`config.mk`:
```
export PLATFORM = sky130hd
export DESIGN_NAME = image_stream_source
export DESIGN_NICKNAME = d
export VERILOG_FILES = /design/src/rtl/image_stream_pkg.sv /design/src/rtl/pixel_frame_buffer.sv /design/src/rtl/image_stream_source.sv
export SDC_FILE = /design/constraint.sdc
export NUM_CORES = 1
export LEC_CHECK = 0
export ABC_AREA = 1
export CORE_ASPECT_RATIO = 0.75
export CORE_MARGIN = 10
export CORE_UTILIZATION = 40
export DETAILED_ROUTE_END_ITERATION = 16
export MAX_ROUTING_LAYER = met4
export PLACE_DENSITY = 0.65
export SYNTH_ARGS = -nofsm -noshare
export SYNTH_HDL_FRONTEND = slang
export SYNTH_HIERARCHICAL = 1
export SYNTH_SLANG_ARGS = --single-unit
```
`constraint.sdc`:
```
create_clock -name clk -period 5.25 [get_ports clk]
set_clock_uncertainty 0.15 [all_clocks]
set_input_delay 0.7875 -clock clk [delete_from_list [all_inputs] [get_ports clk]]
set_output_delay 0.7875 -clock clk [all_outputs]
set_load 0.03 [all_outputs]
```
`src/rtl/image_stream_pkg.sv`:
```
// rtl/image_stream_pkg.sv - shared types and sizing helpers for the image stream source
//
// Purpose : state encoding, pixel type and sizing functions used by
//           image_stream_source and pixel_frame_buffer.
// Contents: stream_state_e, pixel_t, npix(), ptr_w()
package image_stream_pkg;

   parameter int PixBits = 4;

   typedef logic [PixBits-1:0] pixel_t;

   typedef enum logic [1:0] {
      IDLE   = 2'd0,
      STREAM = 2'd1,
      DRAIN  = 2'd2
   } stream_state_e;

   // Pixels in one square frame plane.
   function automatic int npix(input int width);
      return width * width;
   endfunction

   // Address width for a buffer of the given depth, never narrower than one bit.
   function automatic int ptr_w(input int depth);
      return (depth > 1) ? $clog2(depth) : 1;
   endfunction

endpackage

```
`src/rtl/pixel_frame_buffer.sv`:
```
// rtl/pixel_frame_buffer.sv - frame RAM with synchronous write and asynchronous read
//
// Purpose : holds one frame of all channel planes, one word per pixel.
// Ports   : clk_i     - clock
//           we_i      - write strobe
//           waddr_i   - write pixel index
//           wdata_i   - write word (all channels)
//           raddr_i   - read pixel index
//           rdata_o   - read word, combinational from raddr_i
// Contents are not reset.
module pixel_frame_buffer #(
   parameter int Depth = 64,
   parameter int Width = 4,
   parameter int AddrW = 6
) (
   input  logic             clk_i,
   input  logic             we_i,
   input  logic [AddrW-1:0] waddr_i,
   input  logic [Width-1:0] wdata_i,
   input  logic [AddrW-1:0] raddr_i,
   output logic [Width-1:0] rdata_o
);

   logic [Width-1:0] mem_q [Depth];

   always_ff @(posedge clk_i) begin
      if (we_i) begin
         mem_q[waddr_i] <= wdata_i;
      end
   end

   assign rdata_o = mem_q[raddr_i];

endmodule

```
`src/rtl/image_stream_source.sv`:
```
// rtl/image_stream_source.sv - buffered raster-order pixel source with ready/valid output
//
// Purpose : streams num_frames copies of a buffered frame, each followed by a
//           drain window of DrainCycles ready cycles with valid low.
// Ports   : clk, res_n (sync, active low)
//           load_en/load_addr/load_data - buffer write, honoured only when idle
//           start/num_frames            - run request, num_frames 0 means 1
//           out_ready/out_valid/out_data/out_last - pixel stream
//           busy, frame_done            - run status
//           checksum (IMAGE_STREAM_SOURCE_CHECKSUM_EN only) - sum of channel 0
//                                         over transferred beats
// Option  : IMAGE_STREAM_SOURCE_CHECKSUM_EN adds the checksum port and adder.
module image_stream_source
   import image_stream_pkg::*;
#(
   parameter int BitSize     = 4,
   parameter int ImageWidth  = 8,
   parameter int Channels    = 1,
   parameter int DrainCycles = 448,
   parameter int MaxFrames   = 16,
   localparam int NPix  = npix(ImageWidth),
   localparam int PW    = ptr_w(NPix),
   localparam int FW    = $clog2(MaxFrames + 1),
   localparam int DataW = Channels * BitSize,
   localparam int CsW   = BitSize + $clog2(NPix) + FW
) (
   input  logic                              clk,
   input  logic                              res_n,
   input  logic                              load_en,
   input  logic [PW-1:0]                     load_addr,
   input  logic [DataW-1:0]                  load_data,
   input  logic                              start,
   input  logic [FW-1:0]                     num_frames,
   input  logic                              out_ready,
   output logic                              out_valid,
   output logic [Channels-1:0][BitSize-1:0]  out_data,
   output logic                              out_last,
   output logic                              busy,
   output logic                              frame_done
`ifdef IMAGE_STREAM_SOURCE_CHECKSUM_EN
   ,
   output logic [CsW-1:0]                    checksum
`endif
);

   localparam int DW = (DrainCycles > 1) ? $clog2(DrainCycles) : 1;
   localparam logic [PW-1:0] LastPix   = PW'(NPix - 1);
   localparam logic [DW-1:0] DrainLast = (DrainCycles > 0) ? DW'(DrainCycles - 1) : '0;

   stream_state_e    state_q, state_d;
   logic [PW-1:0]    pix_ptr_q, pix_ptr_d;
   logic [FW-1:0]    frame_cnt_q, frame_cnt_d;
   logic [FW-1:0]    frames_q, frames_d;
   logic [DW-1:0]    drain_cnt_q, drain_cnt_d;
   logic             first_q, first_d;
   logic [DataW-1:0] pix0_q, pix0_d;

   logic [PW-1:0]    rd_addr;
   logic [DataW-1:0] rd_data;
   logic             buf_we;
   logic             xfer;
   logic             frame_end;

   // The read port idles on pixel 0 so the start cycle can snapshot it.
   assign rd_addr = (state_q == IDLE) ? '0 : pix_ptr_q;
   assign buf_we  = load_en && (state_q == IDLE);

   pixel_frame_buffer #(
      .Depth (NPix),
      .Width (DataW),
      .AddrW (PW)
   ) u_buf (
      .clk_i   (clk),
      .we_i    (buf_we),
      .waddr_i (load_addr),
      .wdata_i (load_data),
      .raddr_i (rd_addr),
      .rdata_o (rd_data)
   );

   always_ff @(posedge clk) begin
      if (!res_n) begin
         state_q     <= IDLE;
         pix_ptr_q   <= '0;
         frame_cnt_q <= '0;
         frames_q    <= '0;
         drain_cnt_q <= '0;
         first_q     <= 1'b0;
         pix0_q      <= '0;
      end else begin
         state_q     <= state_d;
         pix_ptr_q   <= pix_ptr_d;
         frame_cnt_q <= frame_cnt_d;
         frames_q    <= frames_d;
         drain_cnt_q <= drain_cnt_d;
         first_q     <= first_d;
         pix0_q      <= pix0_d;
      end
   end

   always_comb begin
      state_d     = state_q;
      pix_ptr_d   = pix_ptr_q;
      frame_cnt_d = frame_cnt_q;
      frames_d    = frames_q;
      drain_cnt_d = drain_cnt_q;
      first_d     = first_q;
      pix0_d      = pix0_q;
      out_valid   = 1'b0;
      out_last    = 1'b0;
      out_data    = '0;
      frame_done  = 1'b0;
      frame_end   = 1'b0;
      busy        = (state_q != IDLE);
      xfer        = 1'b0;

      case (state_q)
         IDLE: begin
            if (start) begin
               frames_d    = (num_frames == '0) ? FW'(1) : num_frames;
               pix_ptr_d   = '0;
               frame_cnt_d = '0;
               drain_cnt_d = '0;
               // Pixel 0 is captured before a same-cycle load can overwrite
               // it, so the first beat of the run shows the old value.
               first_d     = 1'b1;
               pix0_d      = rd_data;
               state_d     = STREAM;
            end
         end
         STREAM: begin
            out_valid = 1'b1;
            out_last  = (pix_ptr_q == LastPix);
            out_data  = first_q ? pix0_q : rd_data;
            xfer      = out_ready;
            if (out_ready) begin
               first_d   = 1'b0;
               pix_ptr_d = pix_ptr_q + PW'(1);
               if (out_last) begin
                  pix_ptr_d = '0;
                  if (DrainCycles == 0) begin
                     frame_end = 1'b1;
                  end else begin
                     drain_cnt_d = '0;
                     state_d     = DRAIN;
                  end
               end
            end
         end
         DRAIN: begin
            if (out_ready) begin
               if (drain_cnt_q == DrainLast) begin
                  frame_end = 1'b1;
               end else begin
                  drain_cnt_d = drain_cnt_q + DW'(1);
               end
            end
         end
         default: begin
            state_d = IDLE;
         end
      endcase

      if (frame_end) begin
         frame_done  = 1'b1;
         frame_cnt_d = frame_cnt_q + FW'(1);
         pix_ptr_d   = '0;
         state_d     = ((frame_cnt_q + FW'(1)) == frames_q) ? IDLE : STREAM;
      end
   end

`ifdef IMAGE_STREAM_SOURCE_CHECKSUM_EN
   logic [CsW-1:0] checksum_q;

   always_ff @(posedge clk) begin
      if (!res_n) begin
         checksum_q <= '0;
      end else if ((state_q == IDLE) && start) begin
         checksum_q <= '0;
      end else if (xfer) begin
         checksum_q <= checksum_q + CsW'(out_data[0]);
      end
   end

   assign checksum = checksum_q;
`endif

endmodule

```
==> impl_metrics.ini <==
[worst_hold_path]
hold_class = reg -> reg
hold_depth = 2

[placed_design]
gp_congestion = 0.887
placed_area_um2 = 13200
hpwl_um = 18700
portBuffers = 27
place_ws_ns = 1.15

[clock_network]
post_cts_resized = 0
clkSinkCount = 288
cts_tree = built
htreeDepth = 1
clk_latency_ns = 0.57
numCtsBuffers = 29
cts_hold_buf = 0
clockBufferDepth = 3
clk_pin_slew_ns = 0.06
root_buffer = clkbuf_16
postCtsSetupBuffers = 0

[finish]
drive_gt1_frac = 0.0838
diodes = 0
final_area_um2 = 14000
fill_cells = 2881
layout.nets = 1256
areaGrowthSynthToFinish_pct = 10.5

[routing]
drt-pass1-iter-count = 5
postRouteAntennaNets = 0
drt_iter0_markers = 1010
remaining_drc_errors = 0
vias_per_cell = 5.32
drt-total-wl_um = 30200
wire_per_inst_um = 18.2
vias = 8825

[sta]
whs_ns = 0.321
rsz0062_at_grt = no
slew_headroom = 0.381
setup_tns_ns = 0
worst_slew_pin_slew_ns = 0.921
drv_slew = 0
post-route-min-period_ns = 4.73
fin_crit_sh = 0.900
fmax_mhz = 212
setup-violations-final = 0
setup_slack_ns = 0.525
final_hold_viol_count = 0

[synth]
ys_warn_count = 6
syn_nets = 1241
async_reset_ff_frac = 0
synth_top_flop_cell = edfxtp_1
synth_edf_count = 256
synth_cell_types = 40
synth_seq_cells = 288
syn_area_um2 = 12700
synthCells = 1218
yosysSeqAreaShare = 0.656
avgSynthCellArea_um2 = 10.4

[worst_setup_path]
cp-start-kind = register
worst_ep_arrival_time_ns = 3.79
rr_worst_depth = 5
worst_ep_required_time_ns = 4.31
end_kind = output pin
cp_max_fo = 17
critical_path_class = reg -> out

[power_and_ir_drop]
vdd_ir_drop_max_mv = 0.242
p_leak_nw = 4.92
p_per_area_nw_per_um2 = 404

[outcome]
status = completed

[global_route]
grt_pass1_vias = 8386
grt_util_all_layers = 0.158
grt_overflow = 0
antenna_found_initial = 0
grt_first_pass_wirelength_um = 47800
grt_max_degree = 73

[die]
ios = 28
die-area_um2 = 39400
core_area_um2 = 31300
rows = 56
die_w_um = 226
die_h_um = 174
initial_utilization = 0.406

[flow_run]
max_cap_viol_count = 0
routing by layer:
layer / GRT usage / share of wire / vias up
li1: - / - / 4233
met1: 0.219 / 0.46 / 4245
met2: 0.230 / 0.44 / 297
met3: 0.0308 / 0.078 / 50
met4: 0.0427 / 0.022 / 0
met5: - / 0 / -
synthesized netlist by cell type, drive strengths merged, types with 3 or more instances:
library cell,n,area share
a211oi,4,0.0024
a21oi,24,0.011
buf,47,0.031
clkbuf,12,0.0035
dfxtp,32,0.050
edfxtp,256,0.61
ha,3,0.0030
inv,50,0.016
nand2,398,0.12
nand3,241,0.096
nand4,12,0.0059
nor2,99,0.032
nor3,6,0.0045
nor4,9,0.0044
o21ai,15,0.0071
xor2,4,0.0028
cells by family (layout without fill, tap and decap cells):
family,count (synthesis),in the layout,share of synthesized area
XOR/XNOR,5,5,0.00345
buffers and inverters,109,144,0.0496
AO/OA/AOI/OAI,45,45,0.0218
adder cells (fa/ha/maj),3,3,0.00296
flip-flops,288,288,0.656
AND/OR/NAND/NOR,768,768,0.267
critical path, cell delays in order, from the launching register on:
cell and delay [ns]:
dfxtp_1 0.35, inv_2 0.09, nand2_4 0.09, inv_1 0.26
nor2_2 0.07, inv_1 0.52, buf_4 0.34, nand3_1 0.10
nand2_1 0.08, nand2_1 0.06, nand3_1 0.08, nand3_1 0.07
nand2_1 0.13, nand2_1 0.07, a21oi_1 0.18, clkdlybuf4s50_1 0.71
stage by stage:
step	total power, mW	util	instances
finish	5.67	0.448	1659
CTS	5.72	0.448	1659
global route	5.96	0.448	1659
floorplan	3.55	-	1218
global placement	3.85	0.422	1608
detailed placement	3.86	0.422	1608
placed cells by master (no fill, tap or decap), types with 3 or more instances in the layout:
cell / netlist / layout
buf_4: 5 / 13
o21ai_0: 12 / 12
ha_1: 3 / 3
buf_12: 0 / 3
clkbuf_16: 0 / 29
nor2_1: 93 / 90
nor3_1: 3 / 3
buf_2: 16 / 4
a21oi_2: 5 / 5
a211oi_1: 4 / 4
clkinv_2: 0 / 7
xor2_1: 4 / 4
nand4_1: 12 / 12
clkdlybuf4s50_1: 0 / 23
clkbuf_1: 12 / 8
nor2_4: 2 / 4
nor4_1: 9 / 9
edfxtp_1: 256 / 256
nor2_2: 3 / 4
dfxtp_1: 32 / 32
nand2_2: 13 / 13
inv_1: 41 / 41
nand3_1: 239 / 239
inv_2: 7 / 6
nand2_1: 383 / 383
clkinv_1: 0 / 4
a21oi_1: 19 / 19
sequential cells by signal, summed over array words and instances (netlist names):
name	cells
state_q	2
pix_ptr_q	6
u_buf/mem_q	256
first_q	1
frames_q	5
pix0_q	4
drain_cnt_q	9
frame_cnt_q	5
final timing paths:
| path | start | slack, ns | endpoint |
|---|---|---|---|
| setup reg to reg | state_q[0] | 2.25 | u_buf/mem_q[40][1] |
| setup / recovery | state_q[0] | 0.52 | out_data[2] |
| hold / removal | frames_q[1] | 0.32 | frames_q[1] |
| hold reg to reg | frames_q[1] | 0.32 | frames_q[1] |
cell type report:
type                    instances  area [um2]  area share
clock buffers                  37         756      0.0538
clock inverters                14        77.6     0.00553
inverters                      50         199      0.0142
multi-input cells             821        3760       0.268
flip-flops and latches        288        8330       0.593
well taps                     406         508      0.0362
repair buffers                 43         408      0.0291
power breakdown:
part	leakage (nW)	internal [mW]	switching, mW
clock network	0.405	1.01	0.836
logic	1.96	0.357	0.884
registers	2.56	2.55	0.0359
(Power assumes the default switching activity.)
